**src/rtl/sine_dds_pkg.sv**
```systemverilog
// rtl/sine_dds_pkg.sv - shared constants and elaboration-time sine table generator for the DDS
package sine_dds_pkg;

    typedef enum logic [1:0] {
        QUAD_0 = 2'd0,
        QUAD_1 = 2'd1,
        QUAD_2 = 2'd2,
        QUAD_3 = 2'd3
    } quadrant_t;

    // pi/2 in Q30, used by the integer Taylor series below
    localparam longint HALF_PI_Q30 = 64'sd1686629713;

    function automatic int sine_amp(input int out_w);
        return (1 << (out_w - 1)) - 1;
    endfunction

    // round(sin(k*pi/2/2^lut_aw) * amp), evaluated in Q30 fixed point so it folds to a constant
    function automatic int sine_lut_entry(input int k, input int lut_aw, input int out_w);
        longint x;
        longint x2;
        longint term;
        longint s;
        longint r;
        x    = (longint'(k) * HALF_PI_Q30) >>> lut_aw;
        x2   = (x * x) >>> 30;
        term = x;
        s    = x;
        for (int n = 1; n <= 8; n++) begin
            term = -((term * x2) >>> 30) / longint'((2 * n) * (2 * n + 1));
            s    = s + term;
        end
        if (s < 0) s = 0;
        r = (s * longint'(sine_amp(out_w)) + (64'sd1 <<< 29)) >>> 30;
        if (r > longint'(sine_amp(out_w))) r = longint'(sine_amp(out_w));
        return int'(r);
    endfunction

endpackage

```
**src/rtl/sine_quarter_rom.sv**
```systemverilog
// rtl/sine_quarter_rom.sv - quarter-wave sine ROM, two synchronous read ports
module sine_quarter_rom
    import sine_dds_pkg::*;
#(
    parameter int LUT_AW = 6,
    parameter int OUT_W  = 16
) (
    input  logic              CLK,
    input  logic [LUT_AW:0]   addr_a,
    input  logic [LUT_AW:0]   addr_b,
    output logic [OUT_W-2:0]  data_a,
    output logic [OUT_W-2:0]  data_b
);

    localparam int DEPTH = (1 << LUT_AW) + 1;

    logic [OUT_W-2:0] rom [DEPTH];

    for (genvar k = 0; k < DEPTH; k++) begin : g_rom
        localparam int VAL = sine_lut_entry(k, LUT_AW, OUT_W);
        assign rom[k] = VAL[OUT_W-2:0];
    end

    always_ff @(posedge CLK) begin
        data_a <= rom[addr_a];
        data_b <= rom[addr_b];
    end

endmodule

```
**src/rtl/sine_interp_dds.sv**
```systemverilog
// rtl/sine_interp_dds.sv - DDS sine generator with quarter-wave LUT and linear interpolation
module sine_interp_dds
    import sine_dds_pkg::*;
#(
    parameter int PHASE_W    = 32,
    parameter int LUT_AW     = 6,
    parameter int FRAC_W     = 10,
    parameter int OUT_W      = 16,
    parameter bit OFFSET_BIN = 1'b0
) (
    input  logic               CLK,
    input  logic               RESET,
    input  logic               en,
    input  logic               sync,
    input  logic [PHASE_W-1:0] ftw,
    input  logic [PHASE_W-1:0] phase_ofs,
    output logic [OUT_W-1:0]   out_sine,
    output logic               out_valid
);

    localparam int POS_W = LUT_AW + FRAC_W;
    localparam int KEEP_W = POS_W + 2;
    localparam logic [LUT_AW:0] IDX_MAX = (LUT_AW + 1)'(1) << LUT_AW;
    localparam logic [POS_W:0]  POS_FULL = (POS_W + 1)'(1) << POS_W;

    logic [PHASE_W-1:0]       acc;
    logic                     v1, v2, v3, v4;
    logic [KEEP_W-1:0]        p1;
    quadrant_t                quad1;
    logic [POS_W:0]           pos1, mpos1;
    logic [LUT_AW:0]          idx2, addr_b2;
    logic [FRAC_W-1:0]        f2, f3;
    logic                     neg2, neg3, neg4;
    logic [OUT_W-2:0]         la3, lb3, la4;
    logic signed [OUT_W-1:0]  diff3;
    logic signed [OUT_W+FRAC_W:0] prod4;
    logic signed [OUT_W-1:0]  mag4, y4;
    logic [OUT_W-1:0]         sample4;

    always_ff @(posedge CLK or posedge RESET) begin
        if (RESET) begin
            acc       <= '0;
            v1        <= 1'b0;
            v2        <= 1'b0;
            v3        <= 1'b0;
            v4        <= 1'b0;
            out_valid <= 1'b0;
            out_sine  <= '0;
        end else begin
            if (sync)    acc <= en ? ftw : '0;
            else if (en) acc <= acc + ftw;
            v1        <= en;
            v2        <= v1;
            v3        <= v2;
            v4        <= v3;
            out_valid <= v4;
            if (v4) out_sine <= sample4;
        end
    end

    // Only the quadrant, index and fraction bits of the phase are carried forward
    always_ff @(posedge CLK) begin
        p1 <= KEEP_W'((sync ? phase_ofs : acc + phase_ofs) >> (PHASE_W - KEEP_W));
    end

    always_comb begin
        quad1 = quadrant_t'(p1[KEEP_W-1 -: 2]);
        pos1  = {1'b0, p1[POS_W-1:0]};
        mpos1 = (quad1 inside {QUAD_1, QUAD_3}) ? POS_FULL - pos1 : pos1;
    end

    always_ff @(posedge CLK) begin
        idx2 <= mpos1[POS_W:FRAC_W];
        f2   <= mpos1[FRAC_W-1:0];
        neg2 <= quad1 inside {QUAD_2, QUAD_3};
    end

    // At the quarter-wave peak the fraction is zero, so the second read just repeats the first
    assign addr_b2 = (idx2 == IDX_MAX) ? idx2 : idx2 + 1'b1;

    sine_quarter_rom #(
        .LUT_AW (LUT_AW),
        .OUT_W  (OUT_W)
    ) u_rom (
        .CLK    (CLK),
        .addr_a (idx2),
        .addr_b (addr_b2),
        .data_a (la3),
        .data_b (lb3)
    );

    always_ff @(posedge CLK) begin
        f3   <= f2;
        neg3 <= neg2;
    end

    assign diff3 = $signed({1'b0, lb3}) - $signed({1'b0, la3});

    always_ff @(posedge CLK) begin
        prod4 <= diff3 * $signed({1'b0, f3});
        la4   <= la3;
        neg4  <= neg3;
    end

    always_comb begin
        mag4    = $signed({1'b0, la4}) + OUT_W'(prod4 >>> FRAC_W);
        y4      = neg4 ? -mag4 : mag4;
        sample4 = OFFSET_BIN ? (y4 ^ (OUT_W'(1) << (OUT_W - 1))) : y4;
    end

endmodule
```
**config.mk**
```make
export PLATFORM = sky130hd
export DESIGN_NAME = sine_interp_dds
export DESIGN_NICKNAME = d
export VERILOG_FILES = /design/src/rtl/sine_dds_pkg.sv /design/src/rtl/sine_quarter_rom.sv /design/src/rtl/sine_interp_dds.sv
export SDC_FILE = /design/constraint.sdc
export NUM_CORES = 1
export LEC_CHECK = 0
export ABC_AREA = 1
export ABC_CLOCK_PERIOD_IN_PS = 14900
export CORE_UTILIZATION = 35
export CTS_CLUSTER_DIAMETER = 100
export DETAILED_ROUTE_END_ITERATION = 8
export MAX_ROUTING_LAYER = met4
export PLACE_DENSITY = 0.62
export SYNTH_ARGS = -nofsm -noshare
export SYNTH_HDL_FRONTEND = slang
export SYNTH_HIERARCHICAL = 1
export SYNTH_SLANG_ARGS = --single-unit
```
**constraint.sdc**
```tcl
create_clock -name CLK -period 14.9 [get_ports CLK]
set_clock_uncertainty 0.15 [all_clocks]
set_input_delay 2.98 -clock CLK [delete_from_list [all_inputs] [get_ports CLK]]
set_output_delay 2.98 -clock CLK [all_outputs]
set_load 0.1 [all_outputs]
```
==> results.ini <==
[synth]
synthFlopType=dfxtp_1
synth-async-reset-ratio_pct=32.7
avgSynthCellArea_um2=6.72
ys_top_cells_by_area=fa_1 (15%), nand2_1 (15%), ha_1 (11%)
synth-seq-area-share_pct=18.1
synthTopCellsByCount=nand2_1 (763), inv_1 (443), nor2_1 (332), nand3_1 (215), ha_1 (178)
netlist_instances=2888
synth_nets=3278
synth.distinct_cells=56
ys_seq_elements=162
yosys_warnings=6
synth.top_cell.area_share_pct=14.9
synth.largest_area_cell=fa_1
syn_area_um2=19400
synth_edf_count=0
yosysMostFrequentCell=nand2_1

[worst_setup_path]
arrival_ns=6.93
critPathMaxFanout=7
worst-r2r-setup-slack_ns=8.19
start_kind=register
reg2reg_from=u_rom/data_a[0]
worstSetupEndpointType=register
r2r_end=prod4[20]
r2r_cells=26
required_ns=15.12
crit_type=register to register

[drt]
wirelength_mm=59.1
vias=18400
drt-initial-drc-count=1511
met3WireLength_mm=2.94
drt-met1-wl_mm=25.4
ant_nets=0
drc=0
viasPerCell=5.05
dr.max_layer_used=met4
wl_met2_mm=28.8
firstDrtPassIters=7
wl_per_cell_um=16.2

[global_routing]
grt_max_degree=64
grtUsageTotal_pct=21.9
antenna_found_initial=1
grt_pass1_wl_mm=94.9
grt_overflow=0
grt_pass1_vias=18100

[die]
io_pins=85
start_util_pct=35.8
die_h_um=237
fp.dieW_um=237
core_area_um2=54200
die-area_um2=56400
row_count=85

[hold_path]
min_from=neg2
hold_depth=0
holdPathEnd=neg3
hold_path.class=register to register

[cts]
cts_setup_buffers=0
clkTransAtPathRegs_ns=0.08
hold_buffers=0
clockRootBuffer=clkbuf_16
clockBufferDepth=2
worstSkewPairLatency_ns=0.46
cts_tree=done
numCtsBuffers=17
clkSinkCount=162
h-tree-depth=4
cts-resized-gates=0

[sta]
fin_hold_ws_ns=0.167
finalSetupViolCount=0
worstMarginPinSlew_ns=1.01
hold_viol=0
min_period_over_period_pct=45.0
rsz0062_at_grt=false
max_freq_mhz=149
max_slew_margin_pct=32.3
report.final.slew_viol_count=0
period_minus_slack_ns=6.71
fin_tns_setup_ns=0

[final_layout]
final_util_pct=39.7
final_cell_area_um2=21500
diodes=0
area_delta_synth_final_pct=11.0
fin_nets=3337
drive_above_1_share_pct=3.72

[place]
port_buffers=84
dp_hpwl_mm=48.4
placed_cell_area_um2=20900
gp_congestion=0.985

[run_status]
status=complete, no violations

[run]
drv_cap=0

==> cell families after synthesis <==
group	after synthesis	synth area share (%)
adder cells (fa/ha/maj)	322	26.3
flip-flops	162	18.1
AND/OR/NAND/NOR	1442	31.0
buffers and inverters	513	10.3
AO/OA/AOI/OAI	375	10.9
XOR/XNOR	74	3.46
==> state kept, by name, indices dropped and copies added (netlist names) <==
signal / count
acc: 32
p1: 18
out_sine: 16
prod4: 16
la4: 15
u_rom/data_a: 15
u_rom/data_b: 15
f2: 10
f3: 10
idx2: 7
neg2: 1
neg3: 1
neg4: 1
out_valid: 1
v1: 1
v2: 1
v3: 1
v4: 1
==> placed cells by master, fill, tap and decap left out, types with 25 or more instances in the layout <==
cell type | Yosys | final
fa_1 | 144 | 144
inv_1 | 443 | 442
xor2_1 | 46 | 44
nor2_1 | 332 | 331
nor3_1 | 37 | 37
o21ai_0 | 129 | 129
a21oi_1 | 153 | 153
nand3_1 | 215 | 215
xnor2_1 | 25 | 25
clkdlybuf4s50_1 | 0 | 84
dfxtp_1 | 109 | 109
dfrtp_1 | 53 | 53
ha_1 | 178 | 178
nand2_1 | 763 | 763
nand4_1 | 29 | 29
==> stage by stage <==
stage | setup slack, ns | instances
2_1_floorplan | 8.91 | 2888
3_3_place_gp | 8.20 | 3624
3_5_place_dp | 8.19 | 3624
4_1_cts | 8.18 | 3655
5_1_grt | 7.61 | 3655
6_report | 8.19 | 3655
==> worst max-delay path: stages (launching register included) <==
cell and delay, ns:
dfxtp_1 0.32, ha_1 0.25, fa_1 0.43, o21ai_2 0.22, nand2_1 0.10, nand2_1 0.08, o21ai_2 0.08, xnor2_1 0.68
inv_1 0.20, nor2_1 0.16, fa_1 0.46, fa_1 0.57, fa_1 0.44, fa_1 0.50, inv_1 0.05, fa_1 0.47
inv_1 0.04, ha_1 0.36, nand2_1 0.11, nor2_1 0.11, inv_1 0.05, nor3_1 0.23, nand2_1 0.10, nand2_1 0.10
nand2_1 0.06, nand2_1 0.09, xor2_1 0.20
==> layout make-up <==
cell class,instances,area [µm²]
Inverter,455,1710
Sequential cell,162,3510
Clock inverter,13,140
Timing Repair Buffer,98,946
Tap cell,696,871
Clock buffer,18,450
Multi-Input combinational cell,2213,13900
Fill cell,5779,32700
==> worst max path at each step <==
stage / startpoint / to / slack (ns) / cells past startpoint
after floorplan: u_rom/data_b[0] / prod4[23] / 8.91 / 27
after global placement: u_rom/data_b[0] / prod4[22] / 8.20 / 25
after detailed placement: u_rom/data_a[0] / prod4[21] / 8.19 / 27
after CTS: u_rom/data_a[0] / prod4[21] / 8.18 / 27
after global routing: u_rom/data_a[0] / prod4[21] / 7.61 / 26
final: u_rom/data_a[0] / prod4[20] / 8.19 / 26
==> metal layers <==
metal	GRT usage [%]	vias up
li1	-	9254
met1	26.2	8495
met2	37.5	591
met3	2.97	107
met4	7.70	0
met5	-	-
Power is left out: the tool's default activity adds up to more than one toggle a clock period on the data nets, which glitch-free logic cannot reach.
